==> src/rtl/deser_lanes_if.sv <==
// Bus bundle for deser_lanes: the serial lane input side and the assembled
// word output side, grouped so the block and its environment see one port.
interface deser_lanes_if #(
    parameter int DATA_WIDTH = 8,
    parameter int LANES      = 2
);
    logic                  dir;
    logic                  sof;
    logic                  in_valid;
    logic                  in_ready;
    logic [LANES-1:0]      ser;
    logic                  out_valid;
    logic                  out_ready;
    logic [DATA_WIDTH-1:0] out_data;
    logic                  frame_err;

    // Environment view: drives the serial beats and the downstream ready
    modport master (
        output dir, sof, in_valid, ser, out_ready,
        input  in_ready, out_valid, out_data, frame_err
    );

    // Deserializer view
    modport slave (
        input  dir, sof, in_valid, ser, out_ready,
        output in_ready, out_valid, out_data, frame_err
    );
endinterface

==> src/rtl/deser_lanes.sv <==
// Multi-lane deserializer: gathers LANES bits per accepted beat into a
// DATA_WIDTH-bit word over DATA_WIDTH/LANES beats, MSB- or LSB-first.
// sof forces a beat to be beat 0 (discarding any partial word and flagging
// frame_err), and completed words queue in a 2-entry FIFO with valid/ready.
module deser_lanes #(
    parameter int DATA_WIDTH = 8,
    parameter int LANES      = 2
) (
    input  logic         clk,
    input  logic         rst_n,
    deser_lanes_if.slave bus
);
    localparam int BEATS = DATA_WIDTH / LANES;
    localparam int CW    = (BEATS > 1) ? $clog2(BEATS) : 1;
    localparam logic [CW-1:0] LAST_BEAT = CW'(BEATS - 1);
    localparam logic [CW-1:0] CNT_ZERO  = {CW{1'b0}};
    localparam logic [CW-1:0] CNT_ONE   = CW'(1);

    // Registered state
    logic [CW-1:0]              cnt_q,       cnt_d;
    logic [DATA_WIDTH-1:0]      sh_q,        sh_d;
    logic                       dir_lat_q,   dir_lat_d;
    logic [1:0][DATA_WIDTH-1:0] buf_q,       buf_d;
    logic [1:0]                 count_q,     count_d;
    logic                       in_ready_q,  in_ready_d;
    logic                       out_valid_q, out_valid_d;
    logic                       frame_err_q, frame_err_d;

    // Combinational helpers
    logic                  acc_s;
    logic                  beat0_s;
    logic [CW-1:0]         idx_s;
    logic                  last_s;
    logic                  eff_s;
    logic [DATA_WIDTH-1:0] base_s;
    logic [DATA_WIDTH-1:0] ser_ext_s;
    logic [DATA_WIDTH-1:0] shifted_s;
    logic                  push_s;
    logic                  pop_s;

    // Beat acceptance, beat index and the shifted word for this beat
    always_comb begin
        acc_s     = bus.in_valid & in_ready_q;
        // sof restarts the word regardless of where the counter is
        beat0_s   = (cnt_q == CNT_ZERO) | bus.sof;
        idx_s     = bus.sof ? CNT_ZERO : cnt_q;
        last_s    = (idx_s == LAST_BEAT);
        // direction is only taken from the pin on beat 0, latched afterwards
        eff_s     = beat0_s ? bus.dir : dir_lat_q;
        base_s    = bus.sof ? {DATA_WIDTH{1'b0}} : sh_q;
        ser_ext_s = DATA_WIDTH'(bus.ser);
        // shifts are written without slices so LANES == DATA_WIDTH stays legal
        if (eff_s) begin
            shifted_s = (base_s << LANES) | ser_ext_s;
        end else begin
            shifted_s = (base_s >> LANES) | (ser_ext_s << (DATA_WIDTH - LANES));
        end
        push_s    = acc_s & last_s;
        pop_s     = out_valid_q & bus.out_ready;
    end

    // Next state for beat counter, shift register and direction latch
    always_comb begin
        cnt_d     = cnt_q;
        sh_d      = sh_q;
        dir_lat_d = dir_lat_q;
        if (acc_s) begin
            cnt_d = last_s ? CNT_ZERO : (idx_s + CNT_ONE);
            sh_d  = shifted_s;
            if (beat0_s) begin
                dir_lat_d = bus.dir;
            end else begin
                dir_lat_d = dir_lat_q;
            end
        end else begin
            cnt_d     = cnt_q;
            sh_d      = sh_q;
            dir_lat_d = dir_lat_q;
        end
    end

    // Two-entry output FIFO; entry 0 is always the head shown on out_data
    always_comb begin
        buf_d   = buf_q;
        count_d = count_q;
        case ({push_s, pop_s})
            2'b10: begin
                if (count_q == 2'd0) begin
                    buf_d[0] = shifted_s;
                end else begin
                    buf_d[1] = shifted_s;
                end
                count_d = count_q + 2'd1;
            end
            2'b01: begin
                buf_d[0] = buf_q[1];
                count_d  = count_q - 2'd1;
            end
            2'b11: begin
                // count stays; the new word lands behind whatever remains
                if (count_q == 2'd1) begin
                    buf_d[0] = shifted_s;
                end else begin
                    buf_d[0] = buf_q[1];
                    buf_d[1] = shifted_s;
                end
            end
            default: begin
                buf_d   = buf_q;
                count_d = count_q;
            end
        endcase
    end

    // Output flags derived from next-state count so they are flop outputs
    always_comb begin
        in_ready_d  = (count_d < 2'd2);
        out_valid_d = (count_d != 2'd0);
        frame_err_d = acc_s & bus.sof & (cnt_q != CNT_ZERO);
    end

    // State and output registers with asynchronous clear
    always_ff @(posedge clk or negedge rst_n) begin
        if (!rst_n) begin
            cnt_q       <= CNT_ZERO;
            sh_q        <= {DATA_WIDTH{1'b0}};
            dir_lat_q   <= 1'b0;
            buf_q       <= {(2*DATA_WIDTH){1'b0}};
            count_q     <= 2'd0;
            in_ready_q  <= 1'b0;
            out_valid_q <= 1'b0;
            frame_err_q <= 1'b0;
        end else begin
            cnt_q       <= cnt_d;
            sh_q        <= sh_d;
            dir_lat_q   <= dir_lat_d;
            buf_q       <= buf_d;
            count_q     <= count_d;
            in_ready_q  <= in_ready_d;
            out_valid_q <= out_valid_d;
            frame_err_q <= frame_err_d;
        end
    end

    assign bus.in_ready  = in_ready_q;
    assign bus.out_valid = out_valid_q;
    assign bus.out_data  = buf_q[0];
    assign bus.frame_err = frame_err_q;

endmodule

==> src/flat_wrapper.sv <==
// flat-port wrapper written by rule: the top's interface ports become plain ports
module deser_lanes_flat 
#(
    parameter int DATA_WIDTH = 8,
    parameter int LANES      = 2
)
  (clk, rst_n, bus_dir, bus_sof, bus_in_valid, bus_ser, bus_out_ready, bus_in_ready, bus_out_valid, bus_out_data, bus_frame_err);
  deser_lanes_if #(.DATA_WIDTH(DATA_WIDTH), .LANES(LANES)) bus_i ();
  input  logic clk;
  input  logic rst_n;
  input wire logic [$bits(bus_i.dir)-1:0] bus_dir;
  input wire logic [$bits(bus_i.sof)-1:0] bus_sof;
  input wire logic [$bits(bus_i.in_valid)-1:0] bus_in_valid;
  input wire logic [$bits(bus_i.ser)-1:0] bus_ser;
  input wire logic [$bits(bus_i.out_ready)-1:0] bus_out_ready;
  output wire logic [$bits(bus_i.in_ready)-1:0] bus_in_ready;
  output wire logic [$bits(bus_i.out_valid)-1:0] bus_out_valid;
  output wire logic [$bits(bus_i.out_data)-1:0] bus_out_data;
  output wire logic [$bits(bus_i.frame_err)-1:0] bus_frame_err;
  assign bus_i.dir = bus_dir;
  assign bus_i.sof = bus_sof;
  assign bus_i.in_valid = bus_in_valid;
  assign bus_i.ser = bus_ser;
  assign bus_i.out_ready = bus_out_ready;
  assign bus_in_ready = bus_i.in_ready;
  assign bus_out_valid = bus_i.out_valid;
  assign bus_out_data = bus_i.out_data;
  assign bus_frame_err = bus_i.frame_err;
  deser_lanes #(.DATA_WIDTH(DATA_WIDTH), .LANES(LANES)) u_core (.clk(clk), .rst_n(rst_n), .bus(bus_i));
endmodule
==> config.mk <==
export PLATFORM = sky130hd
export DESIGN_NAME = deser_lanes_flat
export DESIGN_NICKNAME = d
export VERILOG_FILES = /design/src/rtl/deser_lanes_if.sv /design/src/rtl/deser_lanes.sv /design/src/flat_wrapper.sv
export SDC_FILE = /design/constraint.sdc
export NUM_CORES = 1
export LEC_CHECK = 0
export BUFFER_PORTS_ARGS = -buffer_cell sky130_fd_sc_hd__buf_2
export CAP_MARGIN = 15
export CORE_MARGIN = 2
export CORE_UTILIZATION = 51
export CTS_BUF_LIST = sky130_fd_sc_hd__clkbuf_4 sky130_fd_sc_hd__clkbuf_8 sky130_fd_sc_hd__clkbuf_16
export CTS_CLUSTER_DIAMETER = 60
export DETAILED_ROUTE_END_ITERATION = 10
export PLACE_DENSITY_LB_ADDON = 0.1
export SETUP_SLACK_MARGIN = 0.5
export SLEW_MARGIN = 20
export SYNTH_ARGS = -nofsm -noshare
export SYNTH_HDL_FRONTEND = slang
export SYNTH_SLANG_ARGS = --single-unit
==> constraint.sdc <==
create_clock -name clk -period 2.1 [get_ports clk]
set_input_delay 0.105 -clock clk [delete_from_list [all_inputs] [get_ports clk]]
set_output_delay 0.105 -clock clk [all_outputs]
set_load 0.03 [all_outputs]
* Word level (Yosys, flattened, before mapping)
Cells that the tools add are included.
** Storage, ports and cells
- Bits in registers :: 32
- Bits in latches :: 0
- RAM bits :: 0
- Memory bits (read-only) :: 0
- Output and inout bits :: 11
- Logic and storage cells :: 49
- Memories :: 0
** Cells by class
- Add/sub/neg operators :: 3
- $mul :: 0
- Div/mod/pow operators :: 0
- Magnitude comparators :: 1
- Eq/ne operators :: 8
- Shifts and indexed selects :: 0
- Muxes and demuxes :: 12
- Bitwise operators :: 8
- Reductions and logical operators :: 8
** Operators by type and width (number)
- two-way mux 8 bit :: 6
- one-hot mux 8 bit (3 select lines) :: 1
- one-hot mux 8 bit (2 select lines) :: 1
- bitwise OR 6 x 8 -> 8 bit :: 1
- bitwise OR 8 x 2 -> 8 bit :: 1
- == test 2 bit, second input constant :: 3
- nonzero test 2 bit :: 3
- bitwise AND 1 bit :: 5
- adder 2 x 1 -> 2 bit, second input constant :: 2
- == test 2 x 1 -> 1 bit, second input constant :: 2
- logical NOT 2 bit :: 2
- two-way mux 2 bit :: 2
- inequality test 2 bit, second input constant :: 2
- one-hot mux 2 bit (2 select lines) :: 1
- AND reduction 3 bit :: 1
- nonzero test 3 bit :: 1
- less-than comparator 2 bit, second input constant :: 1
- inequality test 2 x 1 -> 1 bit, second input constant :: 1
- AND reduction 2 bit :: 1
- subtractor 2 x 1 -> 2 bit, second input constant :: 1
- two-way mux 1 bit :: 1
- bitwise OR 1 bit :: 1

* Depth between registers and ports, before layout
- Word-level depth :: 6
- Mapped depth :: 11
- Mapped depth without buffers :: 9

* Least setup slack after synthesis
No wires, ideal clock.
- Path type :: register -> register
- From :: register u_core.cnt_q[0]
- To :: register u_core.buf_q, in the netlist u_core.bus.out_data[2]
- Setup time :: 76 ps
- Data arrival time :: 2071 ps
- Path slack :: -47 ps
- Stages on the path, launching flop included :: 11
- Path buffers :: 1
- Period minus slack after synthesis :: 2147 ps
- Cell sequence :: dfrtp_1 > nor2b_1 > ha_1 > nand3_1 > inv_1 > ha_1 > nor2b_4 > or2_1 > buf_4 > a211o_1 > o21ai_1
** On the way
- Longest elaborated chain between the ends :: 6
- Elaborated cells between the ends (all ways) :: 16
- Classes of those cells :: eq/ne (5); mux (6); bitwise (2); reduce/logical (3)
** Ends and longest elaborated chain
- start, declared :: RTL line deser_lanes.sv:20 : logic [CW-1:0] cnt_q, cnt_d;
- start signal, assigned :: RTL line deser_lanes.sv:134 : cnt_q <= cnt_d;
- two-way mux 2 bit / logical NOT 2 bit (equally long branches) :: RTL line deser_lanes.sv:46, deser_lanes.sv:45
- == test 2 bit / bitwise OR 1 bit (equally long branches) :: RTL line deser_lanes.sv:47, deser_lanes.sv:45
- bitwise AND 1 bit / two-way mux 1 bit (equally long branches)
- == test 2 bit (tied with other cells) :: RTL line deser_lanes.sv:86 : case ({push_s, pop_s})
- inequality test 2 x 1 -> 1 bit (no source line) (tied with other cells)
- AND reduction 2 bit (no source line) / one-hot mux 8 bit (3 select lines) (equally long branches)
- end signal, assigned :: RTL line deser_lanes.sv:128 : buf_q <= {(2*DATA_WIDTH){1'b0}};
- end signal, assigned :: RTL line deser_lanes.sv:137 : buf_q <= buf_d;
- end, declared :: RTL line deser_lanes.sv:23 : logic [1:0][DATA_WIDTH-1:0] buf_q, buf_d;
Several ways; a longest one is shown, not always the timed one. The select of a mux whose other input is x is not followed.
A chain may end at the register's enable or synchronous reset.

* Worst setup path in the final report
- From :: register u_core.cnt_q[0]
- To :: register u_core.buf_q, in the netlist u_core.bus.out_data[5]
Same word-level chain as after synthesis.

==> impl_metrics.py <==
metrics = {
    "worst_setup_path": {
        "crit_slowest_cell": "dfrtp_2",
        "cp-end-kind": "register",
        "path_buf_inv": 1,
        "path_cells": "nor2b_4 > ha_4 > nand3_4 > inv_4 > ha_4 > nor2b_4 > or2_4 > a211o_1 > o21ai_1",
        "startpoint_type": "register",
        "critPathMaxStageDelay_ps": 410,
        "r2r_setup_slack_ps": 200,
        "required_ps": 2380,
        "cp.arrival_ps": 2180,
        "critPathTopFamily": "simple AND/OR/NAND/NOR gates",
        "cp_max_fo": 5,
        "critPathKind": "register to register",
    },
    "power_and_ir_drop": {
        "powerDensity_mw_per_mm2": 1370,
        "ir_drop_v": 0.000766,
        "p_leak_nw": 0.885,
    },
    "die": {
        "rows": 20,
        "ioPinCount": 19,
        "initial_utilization_pct": 53.6,
        "dieArea_mm2": 0.00371,
        "core_area_mm2": 0.00308,
        "die_w_um": 60.9,
        "die_y_um": 60.9,
    },
    "yosys": {
        "syn_area_mm2": 0.00165,
        "synth_edf_count": 0,
        "ys_seq_elements": 32,
        "yosys_warnings": 0,
        "ys_top_cells_by_area": "dfrtp_1 49%, ha_1 6.1%, nand2_1 5.2%",
        "synthCells": 155,
        "synth_nets": 171,
        "yosysTopAreaCellShare_pct": 48.5,
        "syn_avg_cell_area_um2": 10.6,
        "synth.distinct_cells": 33,
        "ys_top_cells_by_count": "32 x dfrtp_1, 23 x nand2_1, 13 x o21ai_1",
        "ys.flop_type": "dfrtp_1",
        "synth.most_common_cell": "dfrtp_1",
        "yosysTopAreaCell": "dfrtp_1",
        "yosysSeqAreaShare_pct": 48.5,
        "async_flop_share_pct": 100,
    },
    "clocking": {
        "cts_buffers": 5,
        "clockBufferDepth": 2,
        "clkSinkCount": 32,
        "insertion_delay_ps": 350,
        "path_clk_slew_ps": 100,
        "cts_root_buf": "clkbuf_4",
        "cts_tree": "done",
        "htreeDepth": 2,
    },
    "hold_path": {
        "min_path_type": "input port to register",
    },
    "global_routing": {
        "grt_max_degree": 33,
        "grt-ovfl-total": 0,
        "antenna_found_initial": 0,
        "grt_pass1_vias": 1154,
        "grtUsageTotal_pct": 21.1,
        "grt_pass1_wl_mm": 5.49,
    },
    "sta": {
        "max_slew_margin_pct": 51.9,
        "timing.fmax_ghz": 0.526,
        "fin_ws_ps": 201,
        "setup_viol": 0,
        "fin_setup_tns_ps": 0,
        "worst_clock_skew_ps": 10.5,
        "fin_crit_sh_pct": 90.4,
        "rsz0062_at_grt": "true",
        "worst_pin_slew_ps": 721,
        "hold_viol_final": 0,
        "period_needed_ps": 1900,
        "final_max_slew_viol_count": 0,
    },
    "place": {
        "pre_cts_slack_ps": 86.6,
        "place.gp.congestion": 0.818,
        "place_hpwl_mm": 2.23,
        "port_buffers": 18,
    },
    "route": {
        "wl_per_cell_um": 15.0,
        "via_count": 1231,
        "drt_pass1_iterations": 4,
        "wl_mm": 3.32,
        "drtIter0Drc": 52,
        "drcViolationCount": 0,
        "antenna_left": 0,
        "via_per_inst": 5.55,
    },
    "layout": {
        "num-nets-final": 193,
        "syn_to_final_growth_pct": 20.7,
        "layout-drive-gt1-share_pct": 36.5,
        "antenna_cells": 0,
    },
    "status": {
        "status": "finished clean",
    },
    "run": {
        "cap_violations": 0,
    },
}
[repair_timing]
item,CTS,global route
gates resized for setup,15,9
hold endpoints to repair,32,0
endpoints found under the setup margin,24,27
buffers inserted,2,2
hold buffers,1,0
pin swaps,4,5
cloned,1,0
[sequential cells by signal, indices dropped and copies added, names as in the netlist]
register,cells
u_core.bus.out_valid,1
u_core.sh_q,8
u_core.cnt_q,2
u_core.bus.out_data,8
u_core.bus.in_ready,1
u_core.bus.frame_err,1
u_core.buf_q,8
u_core.count_q,2
u_core.dir_lat_q,1
[metrics by stage]
| step | hold slack, ps | power [mW] | utilization (%) | instance area, µm² | cells |
|---|---|---|---|---|---|
| 6_report | 91.2 | 2.72 | 64.7 | 1990 | 222 |
| 5_1_grt | 83.2 | 2.91 | 64.7 | 1990 | 222 |
| 4_1_cts | 72.9 | 2.66 | 62.9 | 1940 | 220 |
| 3_5_place_dp | 193 | 2.11 | 57.4 | 1770 | 208 |
| 3_3_place_gp | 183 | 2.09 | 57.4 | 1770 | 208 |
| 2_1_floorplan | -191 | 1.91 | - | 1690 | 155 |
[area by class of cell]
cell class / instances / area [µm²]
Fill cell: 245 / 1090
Multi-Input combinational cell: 103 / 861
Sequential cell: 32 / 803
Timing Repair Buffer: 26 / 156
Tap cell: 44 / 55.1
Clock inverter: 3 / 42.5
Clock buffer: 5 / 37.5
Inverter: 9 / 36.3
[cells in the final DEF (no fill, tap or decap), types with 2 or more instances in the layout]
cell and n:
dfrtp_1 30, nand2_1 21, o21ai_1 18, buf_2 18
inv_1 8, o21ai_0 6, a22oi_1 6, buf_4 6
clkbuf_4 5, mux2i_1 4, ha_4 4, nor2b_4 3
a21o_1 3, o21ai_2 3, ha_1 3, nand2_2 2
or2_4 2, o211ai_1 2, nor2_1 2, nor3b_1 2
a32oi_1 2, a22oi_2 2, mux2_2 2, dfrtp_2 2
[cell families after synthesis]
logic type               Yosys count  share of synthesized area [%]
AO/OA/AOI/OAI                     50                           23.3
adder cells (fa/ha/maj)            8                           6.07
buffers and inverters             21                           6.90
flip-flops                        32                           48.5
multiplexers                       7                           4.40
AND/OR/NAND/NOR                   37                           10.8
[routing by layer]
layer | part of all wire (%) | track usage, % | up-vias
met4 | 3.6 | 12.7 | 0
met2 | 45 | 30.6 | 38
li1 | - | - | 583
met5 | 0 | 0 | -
met3 | 4.6 | 6.82 | 14
met1 | 47 | 27.3 | 596
[power breakdown]
| part | leakage (nW) | internal, mW | total (mW) | switching [mW] |
|---|---|---|---|---|
| Clock | 0.0412 | 0.248 | 0.473 | 0.226 |
| Sequential | 0.420 | 0.856 | 1.02 | 0.160 |
| Combinational | 0.424 | 0.494 | 1.23 | 0.740 |
| Total | 0.885 | 1.60 | 2.72 | 1.13 |
[worst paths after layout]
check | cells after the start | startpoint | endpoint
min | 2 | bus_dir | u_core.dir_lat_q
min reg2reg | 2 | u_core.sh_q[7] | u_core.sh_q[7]
max | 9 | u_core.cnt_q[0] | u_core.bus.out_data[5]
max reg2reg | 9 | u_core.cnt_q[0] | u_core.bus.out_data[5]
min in group asynchronous | 2 | rst_n | u_core.count_q[0]
max in group asynchronous | 2 | rst_n | u_core.cnt_q[0]
Power figures use the tool's default switching activity.
